## src/rtl/matriz_led_regs_pkg.sv

```systemverilog
`default_nettype none
// ============================================================================
// Module      : matriz_led_regs_pkg
// Description : Shared register offsets, CTRL bit positions, reset constants
//               and small helpers for the LED matrix register block.
// Revision    : 1.0 - initial release
// ============================================================================
package matriz_led_regs_pkg;

    // Register byte offsets inside the block.
    localparam logic [3:0] ADDR_DATA   = 4'h0;
    localparam logic [3:0] ADDR_CTRL   = 4'h4;
    localparam logic [3:0] ADDR_DIV    = 4'h8;
    localparam logic [3:0] ADDR_STATUS = 4'hC;

    // CTRL register bit positions.
    localparam int CTRL_SCROLL_EN = 0;
    localparam int CTRL_DIR       = 1;
    localparam int CTRL_BLANK     = 2;
    localparam int CTRL_IRQ_EN    = 3;

    // Default scroll prescaler: 12 MHz / 1.5M = 8 scroll steps per second.
    localparam logic [23:0] DIV_RESET_DEFAULT = 24'd1_500_000;

    typedef enum logic [1:0] {
        REG_DATA   = 2'd0,
        REG_CTRL   = 2'd1,
        REG_DIV    = 2'd2,
        REG_STATUS = 2'd3
    } reg_sel_e;

    // Word address bits [3:2] select the register; the byte lane bits are ignored.
    function automatic reg_sel_e decode_reg(input logic [1:0] word_addr);
        reg_sel_e sel_v;
        case ({word_addr, 2'b00})
            ADDR_DATA:   sel_v = REG_DATA;
            ADDR_CTRL:   sel_v = REG_CTRL;
            ADDR_DIV:    sel_v = REG_DIV;
            ADDR_STATUS: sel_v = REG_STATUS;
            default:     sel_v = REG_DATA;
        endcase
        return sel_v;
    endfunction

    // Replace the byte lanes of old_w whose strobe is set with those of new_w.
    function automatic logic [31:0] merge_bytes(input logic [31:0] old_w,
                                                input logic [31:0] new_w,
                                                input logic [3:0]  strb);
        logic [31:0] res;
        res = old_w;
        for (int i = 0; i < 4; i++) begin
            if (strb[i]) begin
                res[8*i +: 8] = new_w[8*i +: 8];
            end
        end
        return res;
    endfunction

    // One-position byte rotation: dir=0 rotates left, dir=1 rotates right.
    function automatic logic [7:0] rot_byte(input logic [7:0] b, input logic dir);
        return dir ? {b[0], b[7:1]} : {b[6:0], b[7]};
    endfunction

endpackage
`default_nettype wire

```

## src/rtl/divisor_tick.sv

```systemverilog
`default_nettype none
// ============================================================================
// Module      : divisor_tick
// Description : Programmable prescaler. Counts 0..div-1 while enabled and
//               pulses tick for one cycle on the wrap. div=0 acts as div=1.
//               Disabling or clearing returns the count to zero.
// Revision    : 1.0 - initial release
// ============================================================================
module divisor_tick #(
    parameter int DIV_W = 24
) (
    input  logic             clk12Mhz,
    input  logic             rst,
    input  logic             en,
    input  logic             clr,
    input  logic [DIV_W-1:0] div,
    output logic             tick
);

    logic [DIV_W-1:0] cnt_q;
    logic [DIV_W-1:0] cnt_d;
    logic [DIV_W-1:0] last_cnt;

    // Next count and wrap pulse; div=0 collapses to a terminal count of 0.
    always_comb begin
        last_cnt = (div == '0) ? '0 : (div - DIV_W'(1));
        cnt_d    = cnt_q;
        tick     = 1'b0;
        if (clr || !en) begin
            cnt_d = '0;
        end else if (cnt_q >= last_cnt) begin
            cnt_d = '0;
            tick  = 1'b1;
        end else begin
            cnt_d = cnt_q + DIV_W'(1);
        end
    end

    // Counter register.
    always_ff @(posedge clk12Mhz) begin
        if (rst) begin
            cnt_q <= '0;
        end else begin
            cnt_q <= cnt_d;
        end
    end

endmodule
`default_nettype wire

```

## src/rtl/matriz_led_regs.sv

```systemverilog
`default_nettype none
// ============================================================================
// Module      : matriz_led_regs
// Description : Bus-slave register block feeding the 4x8 LED matrix
//               controller: four row patterns, horizontal scroll engine,
//               blanking and a wrap interrupt.
// Revision    : 1.0 - initial release
// ============================================================================
module matriz_led_regs
    import matriz_led_regs_pkg::*;
#(
    parameter int               DIV_W     = 24,
    parameter logic [DIV_W-1:0] DIV_RESET = DIV_W'(DIV_RESET_DEFAULT)
) (
    input  logic        clk12Mhz,
    input  logic        rst,
    input  logic        sel,
    input  logic        mem_valid,
    output logic        mem_ready,
    input  logic [3:0]  mem_addr,
    input  logic [31:0] mem_wdata,
    input  logic [3:0]  mem_wstrb,
    output logic [31:0] mem_rdata,
    output logic [7:0]  leds1,
    output logic [7:0]  leds2,
    output logic [7:0]  leds3,
    output logic [7:0]  leds4,
    output logic        irq
);

    // Architectural state.
    logic [31:0]      data_q,   data_d;
    logic [3:0]       ctrl_q,   ctrl_d;
    logic [DIV_W-1:0] div_q,    div_d;
    logic [2:0]       step_q,   step_d;
    logic             wrap_q,   wrap_d;

    // Bus and output registers.
    logic             mem_ready_q, mem_ready_d;
    logic [31:0]      mem_rdata_q, mem_rdata_d;
    logic [31:0]      leds_q,      leds_d;
    logic             irq_q,       irq_d;

    // Decoded bus request.
    logic     req;
    logic     is_wr;
    logic     is_rd;
    reg_sel_e reg_sel;
    logic     wr_data;
    logic     wr_ctrl;
    logic     wr_div;
    logic     wr_status;
    logic     tick;
    logic     wrap_set;
    logic     unused_addr_bits;

    // Byte-lane address bits carry no meaning for word registers.
    assign unused_addr_bits = ^mem_addr[1:0];

    // Request qualification: mem_ready in flight blocks a second request,
    // so back-to-back accesses are acknowledged at most every other cycle.
    always_comb begin
        req       = sel & mem_valid & ~mem_ready_q;
        is_wr     = req & (|mem_wstrb);
        is_rd     = req & ~(|mem_wstrb);
        reg_sel   = decode_reg(mem_addr[3:2]);
        wr_data   = is_wr && (reg_sel == REG_DATA);
        wr_ctrl   = is_wr && (reg_sel == REG_CTRL);
        wr_div    = is_wr && (reg_sel == REG_DIV);
        wr_status = is_wr && (reg_sel == REG_STATUS);
    end

    divisor_tick #(
        .DIV_W (DIV_W)
    ) u_divisor_tick (
        .clk12Mhz (clk12Mhz),
        .rst      (rst),
        .en       (ctrl_q[CTRL_SCROLL_EN]),
        .clr      (wr_div),
        .div      (div_q),
        .tick     (tick)
    );

    // Register writes and scroll engine. A DATA write restarts the scroll
    // phase and beats a same-cycle rotation; a wrap set beats a W1C clear.
    always_comb begin
        data_d   = data_q;
        ctrl_d   = ctrl_q;
        div_d    = div_q;
        step_d   = step_q;
        wrap_d   = wrap_q;
        wrap_set = 1'b0;

        if (wr_data) begin
            data_d = merge_bytes(data_q, mem_wdata, mem_wstrb);
            step_d = 3'd0;
        end else if (tick && ctrl_q[CTRL_SCROLL_EN]) begin
            for (int i = 0; i < 4; i++) begin
                data_d[8*i +: 8] = rot_byte(data_q[8*i +: 8], ctrl_q[CTRL_DIR]);
            end
            step_d   = step_q + 3'd1;
            wrap_set = (step_q == 3'd7);
        end

        if (wr_ctrl && mem_wstrb[0]) begin
            ctrl_d = mem_wdata[3:0];
        end

        if (wr_div) begin
            div_d = DIV_W'(merge_bytes(32'(div_q), mem_wdata, mem_wstrb & 4'b0111));
        end

        if (wr_status && mem_wstrb[0] && mem_wdata[0]) begin
            wrap_d = 1'b0;
        end
        if (wrap_set) begin
            wrap_d = 1'b1;
        end
    end

    // Acknowledge, read mux and registered outputs toward the matrix.
    always_comb begin
        mem_ready_d = req;
        mem_rdata_d = 32'd0;
        if (is_rd) begin
            case (reg_sel)
                REG_DATA:   mem_rdata_d = data_q;
                REG_CTRL:   mem_rdata_d = {28'd0, ctrl_q};
                REG_DIV:    mem_rdata_d = 32'(div_q);
                REG_STATUS: mem_rdata_d = {28'd0, step_q, wrap_q};
            endcase
        end
        leds_d = ctrl_q[CTRL_BLANK] ? 32'd0 : data_q;
        irq_d  = wrap_q & ctrl_q[CTRL_IRQ_EN];
    end

    // State registers; reset also discards any write pending on this edge.
    always_ff @(posedge clk12Mhz) begin
        if (rst) begin
            data_q      <= 32'd0;
            ctrl_q      <= 4'd0;
            div_q       <= DIV_RESET;
            step_q      <= 3'd0;
            wrap_q      <= 1'b0;
            mem_ready_q <= 1'b0;
            mem_rdata_q <= 32'd0;
            leds_q      <= 32'd0;
            irq_q       <= 1'b0;
        end else begin
            data_q      <= data_d;
            ctrl_q      <= ctrl_d;
            div_q       <= div_d;
            step_q      <= step_d;
            wrap_q      <= wrap_d;
            mem_ready_q <= mem_ready_d;
            mem_rdata_q <= mem_rdata_d;
            leds_q      <= leds_d;
            irq_q       <= irq_d;
        end
    end

    assign mem_ready = mem_ready_q;
    assign mem_rdata = mem_rdata_q;
    assign leds1     = leds_q[7:0];
    assign leds2     = leds_q[15:8];
    assign leds3     = leds_q[23:16];
    assign leds4     = leds_q[31:24];
    assign irq       = irq_q;

endmodule
`default_nettype wire

```

## config.mk

```make
export PLATFORM = sky130hd
export DESIGN_NAME = matriz_led_regs
export DESIGN_NICKNAME = d
export VERILOG_FILES = /design/src/rtl/matriz_led_regs_pkg.sv /design/src/rtl/divisor_tick.sv /design/src/rtl/matriz_led_regs.sv
export SDC_FILE = /design/constraint.sdc
export NUM_CORES = 1
export LEC_CHECK = 0
export BUFFER_PORTS_ARGS = -buffer_cell sky130_fd_sc_hd__buf_2
export CELL_PAD_IN_SITES_DETAIL_PLACEMENT = 1
export CELL_PAD_IN_SITES_GLOBAL_PLACEMENT = 1
export CORE_MARGIN = 2
export CORE_UTILIZATION = 45
export DETAILED_ROUTE_END_ITERATION = 8
export MAX_ROUTING_LAYER = met4
export PLACE_DENSITY = 0.83
export SETUP_SLACK_MARGIN = 0.4
export SYNTH_ARGS = -nofsm -noshare
export SYNTH_HDL_FRONTEND = slang
export SYNTH_SLANG_ARGS = --single-unit
```

## constraint.sdc

```tcl
create_clock -name clk12Mhz -period 8.7 [get_ports clk12Mhz]
set_input_delay 1.74 -clock clk12Mhz [delete_from_list [all_inputs] [get_ports clk12Mhz]]
set_output_delay 1.74 -clock clk12Mhz [all_outputs]
set_load 0.03 [all_outputs]
```

==> flow_summary.json, run 1 <==
{
  "n_antenna_cell": 0,
  "setup_viol": 0,
  "die_area_um2": 17800,
  "hold_path.class": "reg2reg",
  "cts_inserted_buffers": 17,
  "synth_top_area_share_pct": 40.9,
  "avgSynthCellArea_um2": 9.30,
  "synth_flop_cell": "dfxtp_1",
  "track_usage_pct": 24.6,
  "p_per_area_nw_per_um2": 176,
  "fin_tns_setup_ns": 0,
  "synthMuxAreaShare_pct": 13.3,
  "synth_edf_count": 0,
  "met3_usage_pct": 3.65,
  "finalNetCount": 968,
  "end_kind": "register",
  "cts_resized": 0,
  "drv_slew": 0,
  "crit_cells": 13,
  "syn_area_um2": 7540,
  "crit_required_ns": 8.97,
  "use_met2_pct": 41.8,
  "die_width_um": 133,
  "path_clk_slew_ns": 0.06,
  "cp_cell_sequence": "nor4_1 > nand2_1 > or4_4 > nor3b_1 > xor2_1 > nand2_1 > ha_1 > nand4_1 > nor4_1 > nand2_1 > o22ai_4 > or4_1 > nor2_1",
  "fin_ws_ns": 3.97,
  "wire_per_inst_um": 18.3,
  "syn-num-nets": 884,
  "grt_pass1_vias": 6554,
  "antenna_found_initial": 0,
  "max_freq_ghz": 0.212,
  "p_total_w": 0.00154,
  "port_buffers": 107,
  "worstMarginPinSlew_ns": 1.19,
  "path_delay_family": "simple AND/OR/NAND/NOR gates",
  "max-cap-violations": 0,
  "postCtsSetupRepairBufs": 0,
  "io_pins": 110,
  "fillers": 1959,
  "synth_compound_area_share_pct": 9.84,
  "dp_slack_ns": 3.97,
  "htreeDepth": 4,
  "drc": 0,
  "status": "completed",
  "hold_viol_final": 0,
  "synthCells": 811,
  "tritoncts": "built",
  "crit_path_frequent_cell": "nand2_1",
  "synth-simple-area-share_pct": 23.1,
  "synth_area_leaders": "dfxtp_1 41%, mux2i_1 12%, a211o_1 4.9%, ha_1 4.8%, nor2_1 4.7%",
  "grt_busiest_layer": "met2",
  "ys_seq_elements": 154,
  "hold_slack_ns": 0.497,
  "fin_worst_skew_ns": 0.0101,
  "clock_path_buffers": 2,
  "clock-root-buffer": "clkbuf_16",
  "critPathMaxStageDelay_ns": 0.89,
  "rsz0062_at_grt": "no",
  "gr-total-overflow": 0,
  "period_share_pct": 54.3,
  "initial_core_util_pct": 45.8,
  "rows": 47,
  "cts_sinks": 154,
  "crit_type": "reg2reg",
  "layout_commonest_cell": "dfxtp_1",
  "core_um2": 16500,
  "crit_buf_inv": 0,
  "routabilityCongestion": 0.824,
  "drive_gt1_share_pct": 19.2,
  "whs_path_depth": 2,
  "ys_seq_area_share_pct": 40.9,
  "ir_worst_vdd_mv": 0.138,
  "wirelength_um": 20600,
  "grt_max_degree": 97,
  "via_count": 6176,
  "ys.warnings.count": 0,
  "area_growth_syn_to_layout_pct": 16.3,
  "synthAdderAreaFrac_pct": 4.81,
  "place_area_um2": 8170,
  "synth_async_sr_flop_share_pct": 0,
  "final_area_um2": 8770,
  "synth-xor-area-share_pct": 4.88,
  "min_period_ns": 4.73,
  "grt_pass1_wl_um": 33700,
  "die_y_um": 133,
  "postCtsHoldBufs": 0,
  "clk_latency_ns": 0.43,
  "synth_cell_types": 49,
  "worst_path_max_delay_cell": "or4_1",
  "critPathMaxFanout": 24,
  "gr-usage-met1_pct": 29.7,
  "drtIter0Drc": 363,
  "power_leakage_nw": 3.72,
  "ant_nets": 0,
  "crit_arrival_ns": 5.00,
  "via_per_inst": 5.48,
  "synth_largest_area_cell": "dfxtp_1",
  "reg2regPathDepth": 13,
  "dpl.hpwl_um": 14100,
  "slew-limit-headroom_pct": 20.6,
  "synth_top_family_by_area": "simple AND/OR/NAND/NOR gates",
  "final_cell_mix": "153 x dfxtp_1, 107 x buf_2, 94 x nor2_1",
  "dr.pass1.iters": 5,
  "critPathLaunchType": "register"
}
==> registers in the layout (all words and copies together) (netlist names) <==
register              flops
ctrl_q                    4
leds_q                   32
div_q                    24
step_q                    3
wrap_q                    1
mem_rdata                32
data_q                   32
mem_ready                 1
irq                       1
u_divisor_tick.cnt_q     24
==> final timing paths <==
path | from | to | slack, ns
worst min-delay path | step_q[2] | step_q[2] | 0.50
worst min register to register | step_q[2] | step_q[2] | 0.50
worst max-delay path | div_q[8] | u_divisor_tick.cnt_q[6] | 3.97
worst max register to register | div_q[8] | u_divisor_tick.cnt_q[6] | 3.97
==> cell type report <==
cell class	instances	area (um2)	share of cell area [%]
Timing Repair Buffer	110	558	6.36
Inverter	9	33.8	0.385
Sequential cell	154	3080	35.2
Clock inverter	12	166	1.90
Tap cell	220	275	3.14
Multi-Input combinational cell	603	4220	48.1
Clock buffer	20	437	4.98
==> worst register-to-register path: stages (launching register included) <==
cell and delay [ns]:
dfxtp_1 0.38, nor4_1 0.56, nand2_1 0.15, or4_4 0.48, nor3b_1 0.31, xor2_1 0.19
nand2_1 0.08, ha_1 0.36, nand4_1 0.14, nor4_1 0.34, nand2_1 0.16, o22ai_4 0.38
or4_1 0.89, nor2_1 0.14
==> report_power, final <==
group          total [W]  internal (W)  switching [W]
registers       0.000713      0.000708     0.00000500
logic          0.0000669     0.0000254      0.0000415
clock network   0.000764      0.000456       0.000309
total            0.00154       0.00119       0.000355
==> metrics by stage <==
stage,cells,util [%]
2_1_floorplan,811,-
3_3_place_gp,1096,49.6
4_1_cts,1128,53.3
6_report,1128,53.3
5_1_grt,1128,53.3
3_5_place_dp,1096,49.6
==> Yosys cell counts (10+ instances only) <==
| cell | number |
|---|---|
| and3_1 | 19 |
| nand2b_1 | 33 |
| dfxtp_1 | 154 |
| xor2_1 | 22 |
| ha_1 | 29 |
| clkbuf_1 | 29 |
| nor2_2 | 10 |
| a211o_1 | 42 |
| mux2i_1 | 91 |
| xnor2_1 | 20 |
| nor2_1 | 95 |
| nand3_1 | 27 |
| a21oi_1 | 23 |
| nand2_1 | 74 |
| and2_1 | 43 |
==> routing by layer <==
layer | share of wire (%) | routed length (um)
met1 | 43 | 8950
met2 | 52 | 10600
met3 | 3.9 | 799
met4 | 1.1 | 227
met5 | 0 | 0
==> kinds of logic after synthesis <==
logic type | count (synthesis)
buf+inv | 54
mux | 95
fa+ha+maj | 29
compound gates | 93
flops | 154
simple gates | 344
xor+xnor | 42
Power figures use the tool's default switching activity.
==> run 2: changes to the inputs <==
--- a/config.mk
+++ b/config.mk
@@ -9,10 +9,10 @@
 export CELL_PAD_IN_SITES_DETAIL_PLACEMENT = 1
 export CELL_PAD_IN_SITES_GLOBAL_PLACEMENT = 1
 export CORE_MARGIN = 2
-export CORE_UTILIZATION = 45
+export CORE_UTILIZATION = 40
 export DETAILED_ROUTE_END_ITERATION = 8
 export MAX_ROUTING_LAYER = met4
-export PLACE_DENSITY = 0.83
+export PLACE_DENSITY = 0.78
 export SETUP_SLACK_MARGIN = 0.4
 export SYNTH_ARGS = -nofsm -noshare
 export SYNTH_HDL_FRONTEND = slang
==> constraint.sdc (replaced) <==
create_clock -name clk12Mhz -period 4.02 [get_ports clk12Mhz]
set_input_delay 0.804 -clock clk12Mhz [delete_from_list [all_inputs] [get_ports clk12Mhz]]
set_output_delay 0.804 -clock clk12Mhz [all_outputs]
set_load 0.03 [all_outputs]
==> run 2 against run 1 <==
Wire length up 2.6%. Clock skew up 0.0028 ns. Core utilization down 3.7 points. Non-clock buffer count up 23. Largest power group unchanged. Combinational power up 130%. Count of clock-buffer cells in the layout down 2. Hold slack better by 0.0020 ns. Setup slack worse by 3.5 ns. Sequential cell count unchanged. Die area up 12%. Power up 120%. Final area up 4.9%.
==> flow_summary.json, run 2 (synthesis gave the netlist of run 1 again) <==
{
  "crit_type": "reg2reg",
  "slew-limit-headroom_pct": 26.0,
  "status": "completed",
  "dpl.hpwl_um": 14000,
  "grt_pass1_wl_um": 34100,
  "drv_slew": 0,
  "grt_busiest_layer": "met2",
  "clock_path_buffers": 2,
  "hold_path.class": "reg2reg",
  "routabilityCongestion": 0.855,
  "drive_gt1_share_pct": 24.1,
  "place_area_um2": 8300,
  "grt_max_degree": 98,
  "worstMarginPinSlew_ns": 1.11,
  "r2r-end": "u_divisor_tick.cnt_q[14]",
  "whs_path_depth": 2,
  "finalNetCount": 991,
  "grt_pass1_vias": 6455,
  "rsz0062_at_grt": "yes",
  "max-cap-violations": 0,
  "min_to": "step_q[2]",
  "r2r_start": "div_q[10]",
  "crit_arrival_ns": 3.95,
  "setup_viol": 0,
  "die_area_um2": 20000,
  "reg2regPathDepth": 15,
  "antenna_found_initial": 0,
  "drtIter0Drc": 275,
  "gr-usage-met1_pct": 27.7,
  "critPathMaxFanout": 12,
  "min_from": "step_q[2]",
  "period_share_pct": 89.3,
  "final_cell_mix": "149 x dfxtp_1, 107 x buf_2, 93 x nor2_1",
  "die_y_um": 141,
  "drc": 0,
  "met3_usage_pct": 3.98,
  "cts_inserted_buffers": 17,
  "crit_required_ns": 4.38,
  "core_um2": 18600,
  "critPathLaunchType": "register",
  "die_width_um": 141,
  "tritoncts": "built",
  "hold_viol_final": 0,
  "fin_worst_skew_ns": 0.0129,
  "power_leakage_nw": 3.89,
  "via_per_inst": 5.32,
  "io_pins": 110,
  "dr.pass1.iters": 4,
  "p_per_area_nw_per_um2": 370,
  "rows": 50,
  "n_antenna_cell": 0,
  "htreeDepth": 4,
  "reg2reg_slack_ns": 0.43,
  "ant_nets": 0,
  "via_count": 6196,
  "gr-total-overflow": 0,
  "min_period_ns": 3.59,
  "clock-root-buffer": "clkbuf_16",
  "wire_per_inst_um": 18.2,
  "cts_sinks": 154,
  "clk_latency_ns": 0.43,
  "port_buffers": 107,
  "fillers": 2147,
  "use_met2_pct": 36.8,
  "initial_core_util_pct": 40.6,
  "fin_tns_setup_ns": 0,
  "max_freq_ghz": 0.278,
  "p_total_w": 0.00340,
  "wirelength_um": 21200,
  "layout_commonest_cell": "dfxtp_1",
  "path_clk_slew_ns": 0.07,
  "end_kind": "register",
  "ir_worst_vdd_mv": 0.287,
  "track_usage_pct": 22.1,
  "area_growth_syn_to_layout_pct": 22.0,
  "final_area_um2": 9200
}
==> run 2: changes by cell type in the layout (fill, tap and decap cells not counted), sizes merged <==
cell and change:
buf +23, inv +6, clkinv -5, clkbuf -2
==> run 2: final cells by class <==
type | count | area, um2 | area share, %
timing repair buffer | 133 | 783 | 8.51
multi-input combinational | 603 | 4380 | 47.6
clock buffer | 18 | 439 | 4.77
inverter | 9 | 33.8 | 0.367
sequential | 154 | 3090 | 33.6
tap | 234 | 293 | 3.18
clock inverter | 13 | 180 | 1.96
==> run 2: power breakdown <==
| group | internal [W] | leakage, nW | switching, W | total (W) |
|---|---|---|---|---|
| sequential | 0.00153 | 1.24 | 0.0000101 | 0.00154 |
| combinational | 0.0000592 | 2.34 | 0.0000929 | 0.000152 |
| clock | 0.00101 | 0.304 | 0.000695 | 0.00171 |
==> run 2: timing repair <==
item / in CTS / in global routing
setup endpoints to repair: 60 / 60
resized for setup: 27 / 14
hold buffers: 0 / 0
setup buffers: 10 / 0
pin swaps: 13 / 10
gates cloned: 1 / 0
==> run 2: layer usage <==
layer / wire (um) / vias to the layer above
met3: 630 / 25
met4: 351 / 0
met5: 0 / -
met2: 10700 / 101
li1: - / 3021
met1: 9480 / 3049
==> run 2: worst max path at each step <==
stage / from / end / slack (ns) / cells past startpoint
after floorplan: div_q[8] / u_divisor_tick.cnt_q[16] / 0.47 / 15
after global routing: div_q[10] / data_q[7] / 0.27 / 17
after detailed placement: div_q[8] / u_divisor_tick.cnt_q[8] / 0.14 / 15
after global placement: div_q[8] / u_divisor_tick.cnt_q[18] / 0.15 / 15
final: div_q[10] / u_divisor_tick.cnt_q[14] / 0.43 / 15
after CTS: div_q[9] / data_q[21] / 0.39 / 15
==> run 2: metrics by stage <==
step,hold slack (ns),util [%],cells,setup WS (ns)
6_report,0.499,49.5,1164,0.429
5_1_grt,0.515,49.5,1164,0.271
4_1_cts,0.507,49.0,1164,0.388
3_5_place_dp,0.488,44.7,1122,0.142
3_3_place_gp,0.482,44.7,1122,0.155
2_1_floorplan,0.446,-,811,0.472
==> run 2: worst max-delay path, cell delays in order (launching register included) <==
cell and delay [ns]:
dfxtp_2 0.34, nor4_4 0.27, buf_4 0.16, nand2_2 0.06
or4_4 0.49, nor3b_2 0.21, xor2_1 0.16, nand2_1 0.12
ha_4 0.23, nand4_1 0.22, nor4_4 0.07, a22oi_2 0.22
nand2_1 0.11, or4_4 0.56, buf_12 0.18, nor2_2 0.11
